$ cat src/rtl/data_out_uart_pkg.sv
// ---------------------------------------------------------------------------
// data_out_uart_pkg
//
// Shared types and constants for the data_out_uart serial output stage.
//   tx_state_e       : transmitter FSM states; PARITY is only reachable when
//                      DATA_OUT_UART_PARITY_EN is defined.
//   FRAME_DATA_BITS  : payload bits per UART frame.
//   evenParity()     : even-parity bit for a payload byte.
// ---------------------------------------------------------------------------
package data_out_uart_pkg;

    localparam int FRAME_DATA_BITS = 8;

    typedef enum logic [2:0] {
        IDLE   = 3'd0,
        START  = 3'd1,
        DATA   = 3'd2,
        PARITY = 3'd3,
        STOP   = 3'd4
    } tx_state_e;

    // Even parity: the bit that makes the total count of ones even.
    function automatic logic evenParity(input logic [FRAME_DATA_BITS-1:0] payload);
        return ^payload;
    endfunction

endpackage

$ cat src/rtl/data_out_uart_byte_fifo.sv
// ---------------------------------------------------------------------------
// byte_fifo
//
// Circular byte FIFO used by data_out_uart. Never stalls the writer: a push
// into a full FIFO without a simultaneous pop is discarded and reported on
// o_dropped for one cycle. A push and a pop in the same cycle are both
// performed, even when full, leaving the occupancy unchanged.
//
// Ports:
//   i_clk      system clock, rising edge
//   i_rst_n    asynchronous active-low reset
//   i_push     write request
//   i_pop      read request (ignored while empty)
//   i_data     byte to write
//   o_data     byte at the head of the FIFO (valid while o_empty is low)
//   o_count    number of stored bytes, 0..DEPTH
//   o_empty    FIFO holds no bytes
//   o_dropped  the current push request is being discarded
// ---------------------------------------------------------------------------
module byte_fifo #(
    parameter int DEPTH     = 8,
    parameter int CNT_WIDTH = $clog2(DEPTH) + 1
) (
    input  logic                 i_clk,
    input  logic                 i_rst_n,
    input  logic                 i_push,
    input  logic                 i_pop,
    input  logic [7:0]           i_data,
    output logic [7:0]           o_data,
    output logic [CNT_WIDTH-1:0] o_count,
    output logic                 o_empty,
    output logic                 o_dropped
);

    localparam int PTR_W = $clog2(DEPTH);

    logic [7:0]           r_mem [DEPTH];
    logic [PTR_W-1:0]     r_wrPtr;
    logic [PTR_W-1:0]     r_rdPtr;
    logic [CNT_WIDTH-1:0] r_count;

    logic w_full;
    logic w_doPush;
    logic w_doPop;

    // A full FIFO can still accept a byte when the head leaves in the same
    // cycle, so the push qualifier looks at the pop as well as at full.
    always_comb begin
        w_full    = (r_count == CNT_WIDTH'(DEPTH));
        o_empty   = (r_count == '0);
        w_doPop   = i_pop && !o_empty;
        w_doPush  = i_push && (!w_full || w_doPop);
        o_dropped = i_push && !w_doPush;
        o_data    = r_mem[r_rdPtr];
        o_count   = r_count;
    end

    // Storage needs no reset; only the pointers and count define contents.
    always_ff @(posedge i_clk) begin
        if (w_doPush) begin
            r_mem[r_wrPtr] <= i_data;
        end
    end

    // Pointers are exactly log2(DEPTH) bits wide, so they wrap on their own.
    always_ff @(posedge i_clk or negedge i_rst_n) begin
        if (!i_rst_n) begin
            r_wrPtr <= '0;
            r_rdPtr <= '0;
            r_count <= '0;
        end else begin
            if (w_doPush) begin
                r_wrPtr <= r_wrPtr + PTR_W'(1);
            end
            if (w_doPop) begin
                r_rdPtr <= r_rdPtr + PTR_W'(1);
            end
            case ({w_doPush, w_doPop})
                2'b10:   r_count <= r_count + CNT_WIDTH'(1);
                2'b01:   r_count <= r_count - CNT_WIDTH'(1);
                default: r_count <= r_count;
            endcase
        end
    end

endmodule

$ cat src/rtl/data_out_uart.sv
// ---------------------------------------------------------------------------
// data_out_uart
//
// Watches the core's result byte, queues every new value and shifts it out
// as an 8N1 UART frame (8E1 when DATA_OUT_UART_PARITY_EN is defined). The
// core is never stalled: changes arriving while the queue is full are lost
// and the sticky overflow flag is raised.
//
// Configuration macro: DATA_OUT_UART_PARITY_EN
//   defined   -> even-parity bit inserted between the data bits and stop bit
//   undefined -> plain 8N1 frame, no parity logic
//
// Ports:
//   clk_i         system clock, rising edge
//   rst_i         asynchronous active-low reset
//   data_i        byte to monitor (core data_out_o)
//   tx_o          UART serial line, idles high
//   busy_o        high while a frame is being shifted
//   fifo_count_o  number of queued bytes, 0..FIFO_DEPTH
//   overflow_o    sticky flag, set when a detected change is dropped
// ---------------------------------------------------------------------------
module data_out_uart
    import data_out_uart_pkg::*;
#(
    parameter int CLKS_PER_BIT = 868,
    parameter int FIFO_DEPTH   = 8,
    parameter int CNT_WIDTH    = $clog2(FIFO_DEPTH) + 1
) (
    input  logic                 clk_i,
    input  logic                 rst_i,
    input  logic [7:0]           data_i,
    output logic                 tx_o,
    output logic                 busy_o,
    output logic [CNT_WIDTH-1:0] fifo_count_o,
    output logic                 overflow_o
);

    localparam int BAUD_W = (CLKS_PER_BIT > 1) ? $clog2(CLKS_PER_BIT) : 1;
    localparam int BIT_W  = $clog2(FRAME_DATA_BITS);

    logic [7:0]                 r_prev;
    logic                       w_push;

    logic                       w_pop;
    logic [7:0]                 w_fifoData;
    logic                       w_fifoEmpty;
    logic                       w_dropped;

    tx_state_e                  r_state;
    tx_state_e                  w_stateNext;
    logic [BAUD_W-1:0]          r_baud;
    logic [BAUD_W-1:0]          w_baudNext;
    logic                       w_baudDone;
    logic [BIT_W-1:0]           r_bitIdx;
    logic [BIT_W-1:0]           w_bitIdxNext;
    logic [FRAME_DATA_BITS-1:0] r_shift;
    logic [FRAME_DATA_BITS-1:0] w_shiftNext;
    logic                       r_tx;
    logic                       w_txNext;
    logic                       r_overflow;
`ifdef DATA_OUT_UART_PARITY_EN
    logic                       r_parity;
    logic                       w_parityNext;
`endif

    // Any difference from the last seen value is a new result to queue.
    assign w_push = (data_i != r_prev);

    byte_fifo #(
        .DEPTH     (FIFO_DEPTH),
        .CNT_WIDTH (CNT_WIDTH)
    ) u_fifo (
        .i_clk     (clk_i),
        .i_rst_n   (rst_i),
        .i_push    (w_push),
        .i_pop     (w_pop),
        .i_data    (data_i),
        .o_data    (w_fifoData),
        .o_count   (fifo_count_o),
        .o_empty   (w_fifoEmpty),
        .o_dropped (w_dropped)
    );

    assign w_baudDone = (r_baud == BAUD_W'(CLKS_PER_BIT - 1));

    // Next-state logic. The line level is derived from the next state so that
    // tx_o comes straight from a flop and changes on the same edge as the
    // state, which keeps the pin glitch-free.
    always_comb begin
        w_stateNext  = r_state;
        w_baudNext   = r_baud + BAUD_W'(1);
        w_bitIdxNext = r_bitIdx;
        w_shiftNext  = r_shift;
        w_pop        = 1'b0;
        w_txNext     = 1'b1;
`ifdef DATA_OUT_UART_PARITY_EN
        w_parityNext = r_parity;
`endif

        case (r_state)
            IDLE: begin
                w_baudNext = '0;
                if (!w_fifoEmpty) begin
                    w_pop       = 1'b1;
                    w_shiftNext = w_fifoData;
                    w_stateNext = START;
`ifdef DATA_OUT_UART_PARITY_EN
                    w_parityNext = evenParity(w_fifoData);
`endif
                end
            end
            START: begin
                if (w_baudDone) begin
                    w_baudNext   = '0;
                    w_bitIdxNext = '0;
                    w_stateNext  = DATA;
                end
            end
            DATA: begin
                if (w_baudDone) begin
                    w_baudNext = '0;
                    if (r_bitIdx == BIT_W'(FRAME_DATA_BITS - 1)) begin
`ifdef DATA_OUT_UART_PARITY_EN
                        w_stateNext = PARITY;
`else
                        w_stateNext = STOP;
`endif
                    end else begin
                        w_bitIdxNext = r_bitIdx + BIT_W'(1);
                        w_shiftNext  = r_shift >> 1;
                    end
                end
            end
`ifdef DATA_OUT_UART_PARITY_EN
            PARITY: begin
                if (w_baudDone) begin
                    w_baudNext  = '0;
                    w_stateNext = STOP;
                end
            end
`endif
            STOP: begin
                if (w_baudDone) begin
                    w_baudNext  = '0;
                    w_stateNext = IDLE;
                end
            end
            default: begin
                w_baudNext  = '0;
                w_stateNext = IDLE;
            end
        endcase

        // The shift register is consumed LSB first, so bit 0 is always the
        // data bit currently on the line.
        case (w_stateNext)
            START:   w_txNext = 1'b0;
            DATA:    w_txNext = w_shiftNext[0];
`ifdef DATA_OUT_UART_PARITY_EN
            PARITY:  w_txNext = w_parityNext;
`endif
            default: w_txNext = 1'b1;
        endcase
    end

    // State, baud counter and line register; reset abandons any frame and
    // returns the line high at once.
    always_ff @(posedge clk_i or negedge rst_i) begin
        if (!rst_i) begin
            r_prev     <= '0;
            r_state    <= IDLE;
            r_baud     <= '0;
            r_bitIdx   <= '0;
            r_shift    <= '0;
            r_tx       <= 1'b1;
            r_overflow <= 1'b0;
`ifdef DATA_OUT_UART_PARITY_EN
            r_parity   <= 1'b0;
`endif
        end else begin
            r_prev     <= data_i;
            r_state    <= w_stateNext;
            r_baud     <= w_baudNext;
            r_bitIdx   <= w_bitIdxNext;
            r_shift    <= w_shiftNext;
            r_tx       <= w_txNext;
            if (w_dropped) begin
                r_overflow <= 1'b1;
            end
`ifdef DATA_OUT_UART_PARITY_EN
            r_parity   <= w_parityNext;
`endif
        end
    end

    assign tx_o       = r_tx;
    assign busy_o     = (r_state != IDLE);
    assign overflow_o = r_overflow;

endmodule

$ cat config.mk
export PLATFORM = sky130hd
export DESIGN_NAME = data_out_uart
export DESIGN_NICKNAME = d
export VERILOG_FILES = /design/src/rtl/data_out_uart_pkg.sv /design/src/rtl/data_out_uart_byte_fifo.sv /design/src/rtl/data_out_uart.sv
export SDC_FILE = /design/constraint.sdc
export NUM_CORES = 1
export LEC_CHECK = 0
export CORE_MARGIN = 2
export CORE_UTILIZATION = 60
export CTS_CLUSTER_DIAMETER = 50
export DETAILED_ROUTE_END_ITERATION = 7
export PLACE_DENSITY_LB_ADDON = 0.2
export SYNTH_ARGS = -nofsm -noshare
export SYNTH_HDL_FRONTEND = slang
export SYNTH_SLANG_ARGS = --single-unit
$ cat constraint.sdc
create_clock -name clk_i -period 3.2 [get_ports clk_i]
set_input_delay 0.32 -clock clk_i [delete_from_list [all_inputs] [get_ports clk_i]]
set_output_delay 0.32 -clock clk_i [all_outputs]
set_load 0.02 [all_outputs]
# After elaboration in Yosys (flattened, before gate mapping)
# Memories as Yosys holds them, arrays and structs flattened.
# Index checks and enable logic that the tools add are counted.
# word_totals
reg_bits	44
latchBits	0
ramBits	64
romBits	0
mem_count	1
# classes
addsub	6
n_mul	0
div	0
magnitude_cmp	0
n_eq_ne	15
shifts	0
n_mux	22
n_bitwise	0
n_reduce_logical	16
# memory_table
name	words	width	rd	rd_ports_with_merged_regs	write_ports	line	rtl
u_fifo.r_mem	8	8	1	0	1	data_out_uart_byte_fifo.sv:37	logic [7:0] r_mem [DEPTH];
# op_table
op	n
3-bit 2-to-1 mux	8
8-bit 2-to-1 mux	3
10-bit 2-to-1 mux	2
8-bit case mux with 2 select lines	1
3-bit case mux with 4 select lines	1
10-bit by 1-bit adder with 10-bit output, second input constant	1
10-bit == test, second input constant	1
3-bit by 1-bit adder with 3-bit output, second input constant	3
2-bit != test, second input constant	4
8-bit != test	1
4-bit case mux with 2 select lines	1
4-bit AND reduction	2
3-bit by 1-bit == test with 1-bit output, second input constant	2
3-bit by 2-bit == test with 1-bit output, second input constant	2
3-bit == test, second input constant	2
3-bit case mux with 2 select lines	1
2-bit nonzero test	3
4-bit by 1-bit adder with 4-bit output, second input constant	1
4-bit == test, second input constant	1
4-bit logical NOT	1
1-bit 2-to-1 mux	4
4-bit by 1-bit subtractor with 4-bit output, second input constant	1
1-bit logical AND	3
1-bit logical NOT	3
other kinds (7)	7

# Depth between registers and ports, before layout
# depth
word_depth	8
depth_mapped	13

# By module
# A second synthesis with hierarchy kept.
# unflattened
hier_cells	296
hier_area_um2	4713.3
# modules_own_cells
module	n_inst	cells_each	area_each_um2	seq_area_each_um2
byte_fifo	1	159	3131.8	2172.1
data_out_uart	1	137	1581.5	852.1

# Least setup slack after synthesis
# No wires, ideal clock.
# synth_path
path_kind	register to register
from	register r_state[2]
to	memory u_fifo.r_mem[4][0], enable pin
setup_ps	398
arrival_time_ps	2286
required_ps	2802
setup_slack_ps	516
stages_incl_launch_ff	8
synth_period_minus_slack_ps	2684
path_cell_list	dfrtp_1 > buf_6 > or3_1 > buf_2 > nand3_1 > o21ai_1 > buf_2 > nor4b_1
# synth_between
elab_chain_cells	7
# synth_rtl
element	line	rtl
start: declaration	data_out_uart.sv:49	tx_state_e r_state;
start signal: assignment	data_out_uart.sv:182	r_state <= w_stateNext;
3-bit logical NOT	data_out_uart.sv:100	case (r_state)
1-bit 2-to-1 mux	data_out_uart.sv:100	
1-bit logical AND	data_out_uart_byte_fifo.sv:51	w_doPop = i_pop && !o_empty;
1-bit logical OR	data_out_uart_byte_fifo.sv:52	w_doPush = i_push && (!w_full || w_doPop);
1-bit logical AND	data_out_uart_byte_fifo.sv:52	
1-bit 2-to-1 mux	data_out_uart_byte_fifo.sv:60	if (w_doPush) begin
1-bit 2-to-1 mux (not written as such)	data_out_uart_byte_fifo.sv:61	r_mem[r_wrPtr] <= i_data;
end: declaration	data_out_uart_byte_fifo.sv:37	
# No other way between the ends.

# Final worst setup path
# layout_path
from	register r_state[1]
to	register u_fifo.r_count[2] (netlist: u_fifo.o_count[2])
# layout_between
elab_chain_cells	7
# layout_rtl
element	line	rtl
3-bit logical NOT (*)	data_out_uart.sv:100	
1-bit 2-to-1 mux (*)	data_out_uart.sv:100	
1-bit logical AND (*)	data_out_uart_byte_fifo.sv:51	
1-bit logical OR	data_out_uart_byte_fifo.sv:52	
1-bit logical AND	data_out_uart_byte_fifo.sv:52	
2-bit by 1-bit == test with 1-bit output or 2-bit == test (tied branches)	data_out_uart_byte_fifo.sv:78	case ({w_doPush, w_doPop})
4-bit case mux with 2 select lines or 2-bit nonzero test (tied branches)	n/a	
end signal: assignment	data_out_uart_byte_fifo.sv:79	2'b10: r_count <= r_count + CNT_WIDTH'(1);
end signal: assignment	data_out_uart_byte_fifo.sv:80	2'b01: r_count <= r_count - CNT_WIDTH'(1);
end signal: assignment	data_out_uart_byte_fifo.sv:81	default: r_count <= r_count;
end: declaration	data_out_uart_byte_fifo.sv:40	logic [CNT_WIDTH-1:0] r_count;
# Mark *: on every way between the ends. The rest lies on a longest branch, timed or not.
# A chain may end at the register's enable or synchronous reset.

==> run_results.csv <==
group,metric,value,unit
yosys,synth_top_family_by_area,"multiplexers",
route,wl_per_cell,18.4,um
floorplanning,die_h,92.0,um
yosys,syn_avg_cell_area,16.1,sq um
yosys,synth_xor_area_share,4.90,%
finish,antennaDiodeCount,0,
power_and_ir_drop,p_leak,1.87,nW
setup_path,crit-reg2reg-launch,"r_state[1]",
timing,skew,0.0134,ns
global_routing,antenna_found_initial,0,
setup_path,worstSetupStartpointType,"register",
clocking,post_cts_buffers,0,
yosys,syn-instance-count,289,
setup_path,max_stage_delay,0.52,ns
finish,nNetsFinal,332,
timing,drv_slew,0,
yosys,seq_area_frac_synth,65.1,%
yosys,synth_area_leaders,"edfxtp_1 41%, dfrtp_1 23%, mux4_2 7.8%",
finish,syn_to_final_growth,10.1,%
timing,fmax,374,MHz
route,vias,2446,
setup_path,cpMostUsedCell,"xor2_1",
floorplanning,coreArea,7610,sq um
floorplanning,die_area,8460,sq um
placement,hpwl,5080,um
power_and_ir_drop,cellPowerDensity,715,nW/um^2
setup_path,worstPathRequired,3.45,ns
route,drc,0,
global_routing,grt_pass1_vias,2403,
yosys,async_flop_share,40.7,%
yosys,yosysWarnings,0,
clocking,ctsHtreeMaxLevel,3,
global_routing,grt_pass1_wl,12600,um
clocking,cts_resized,0,
setup_path,cp_slowest_cell,"dfrtp_1",
floorplanning,fp.dieW,92.0,um
yosys,synth.cell_area,4650,sq um
setup_path,worstPathCellList,"or3_1 -> nand3_1 -> o21ai_1 -> ha_1 -> xor2_1 -> ha_1 -> a21oi_1 -> xor2_1 -> nor2_1 -> xor2_1",
finish,utilization,67.3,%
power_and_ir_drop,irDropWorstVdd,718,uV
yosys,synth_compound_area_share,4.44,%
global_routing,grt_start_max_net_pins,45,
floorplanning,pin_count,17,
timing,worst_pin_slew,0.989,ns
timing,maxSlewHeadroom,34.1,%
clocking,clk_latency,0.37,ns
setup_path,cpLargestDelayFamily,"simple AND/OR/NAND/NOR gates",
yosys,synth.distinct_cells,57,
route,dr.pass1.iters,4,
finish,drive_above_1_share,21.0,%
clocking,ctsHoldBuffers,0,
yosys,synth_top_area_cell,"edfxtp_1",
global_routing,grt-ovfl-total,0,
setup_path,cp-startpoint,"r_state[1]",
yosys,synth_edf_count,64,
yosys,synthMuxAreaShare,10.5,%
clocking,cts_tree,"built",
timing,hold_viol_final,0,
setup_path,crit_arrival,2.92,ns
clocking,clock_path_buffers,2,
yosys,synth-seq-cells,108,
timing,rsz0062_at_grt,"false",
route,antenna_left,0,
timing,min_period,2.67,ns
yosys,synth_nets,307,
timing,finalSetupViolations,0,
floorplanning,start_util,61.1,%
setup_path,worst-path-max-fanout,11,
clocking,clkSlewWorstSetupHoldPaths,0.10,ns
placement,portBuffers,16,
timing,min_period_over_period,83.5,%
route,wl,7740,um
setup_path,path_buf_inv,0,
yosys,synthFlopType,"edfxtp_1",
run_status,status,"complete, no violations",
route,vias_per_cell,5.81,
clocking,clock_sinks,108,
yosys,yosysTopAreaCellShare,41.4,%
floorplanning,rows,32,
min_path,hold_path_class,"in2async",
global_routing,grt_usage,20.2,%
setup_path,worstSetupEndpointType,"register",
clocking,cts_root_buf,"clkbuf_8",
yosys,synth-simple-area-share,9.83,%
yosys,synthAdderAreaFrac,2.15,%
clocking,cts_made_buffers,9,
timing,fin_setup_tns,0,ns
placement,place.gp.congestion,0.768,
setup_path,crit_type,"reg2reg",
route,drt_iter0_drc,125,
run,drv_cap,0,
## power by group
part	internal, W	leakage, nW	switching (W)
clock	0.000329	0.104	0.000487
combinational	0.000389	0.659	0.000430
sequential	0.00182	1.11	0.000201
total	0.00254	1.87	0.00112
## cell usage in the layout, fill, tap and decap left out, drive strengths merged, types with 2 or more instances in the layout
cell type,instances
edfxtp,64
dfrtp,43
nor2,22
mux4,16
xnor2,15
clkdlybuf4s50,15
buf,14
nand2,11
xor2,11
inv,11
clkbuf,10
ha,8
mux2i,7
a221o,6
nand4,5
mux2,5
a21oi,5
nor4,5
nand3,4
nor3,4
o21ai,4
or3b,3
nor4b,3
a211o,2
and3,2
a22o,2
or3,2
nand4bb,2
nand2b,2
## worst register-to-register path, delay by kind of cell (launching register included)
kind	cells	cell delay, ns
compound gates	2	0.31
flops	1	0.52
fa+ha+maj	2	0.46
simple gates	3	0.82
xor+xnor	3	0.46
## final timing paths
| kind | slack [ns] | to | depth (start not counted) |
|---|---|---|---|
| worst max-delay path | 0.53 | u_fifo.o_count[2] | 10 |
| max in group asynchronous | 2.48 | r_shift[5] | 1 |
| worst min-delay path | 0.1 | r_baud[4] | 1 |
| min in group clk_i | 0.49 | r_baud[0] | 1 |
| worst max register to register | 0.53 | u_fifo.o_count[2] | 10 |
| worst min register to register | 0.49 | r_baud[0] | 1 |
## registers in the layout (all words and copies together), names as in the netlist
signal	cells
overflow_o	1
r_baud	10
r_bitIdx	3
r_prev	8
r_shift	8
r_state	3
tx_o	1
u_fifo.o_count	4
u_fifo.r_mem	64
u_fifo.r_rdPtr	3
u_fifo.r_wrPtr	3
## synthesized netlist by cell type (all sizes together), types with 3 or more instances
cell	instances
nor4b	3
a21oi	5
o21ai	4
edfxtp	64
mux4	16
dfrtp	43
nor2	22
nor4	5
buf	14
mux2i	7
inv	5
nor3	4
xor2	11
nand4	5
ha	8
nand2	11
nand3	4
xnor2	15
or3b	3
mux2	5
a221o	6
## logic make-up (layout without fill, tap and decap cells)
| kind of cell | count (synthesis) | in the layout |
|---|---|---|
| fa+ha+maj | 8 | 8 |
| buf+inv | 20 | 50 |
| simple gates | 73 | 73 |
| flops | 108 | 108 |
| xor+xnor | 26 | 26 |
| compound gates | 26 | 26 |
| mux | 28 | 28 |
## area by class of cell
class | count | area (sq um)
clock buffer | 10 | 138
fill | 543 | 2490
clock inverter | 6 | 60.1
sequential | 108 | 3020
timing repair buffer | 29 | 253
inverter | 5 | 23.8
multi-input combinational | 161 | 1490
tap | 102 | 128
## metal layers
metal / vias up / wire, um / GRT usage (%)
met5: - / 0 / 0
li1: 1145 / - / -
met3: 9 / 300 / 5.59
met2: 40 / 3880 / 31.4
met4: 0 / 115 / 7.71
met1: 1252 / 3440 / 27.7
## stage by stage
| stage | total power [W] | cell area (sq um) | setup WS (ns) | hold slack (ns) | instances |
|---|---|---|---|---|---|
| after floorplan | 0.00254 | 4650 | 0.516 | 0.0244 | 289 |
| after global placement | 0.00285 | 4920 | 0.414 | 0.460 | 405 |
| after detailed placement | 0.00288 | 4920 | 0.346 | 0.467 | 405 |
| after CTS | 0.00370 | 5120 | 0.511 | 0.122 | 421 |
| after global routing | 0.00384 | 5120 | 0.376 | 0.168 | 421 |
| final | 0.00366 | 5120 | 0.529 | 0.0997 | 421 |
No activity file was read; power rests on OpenSTA's default activity.
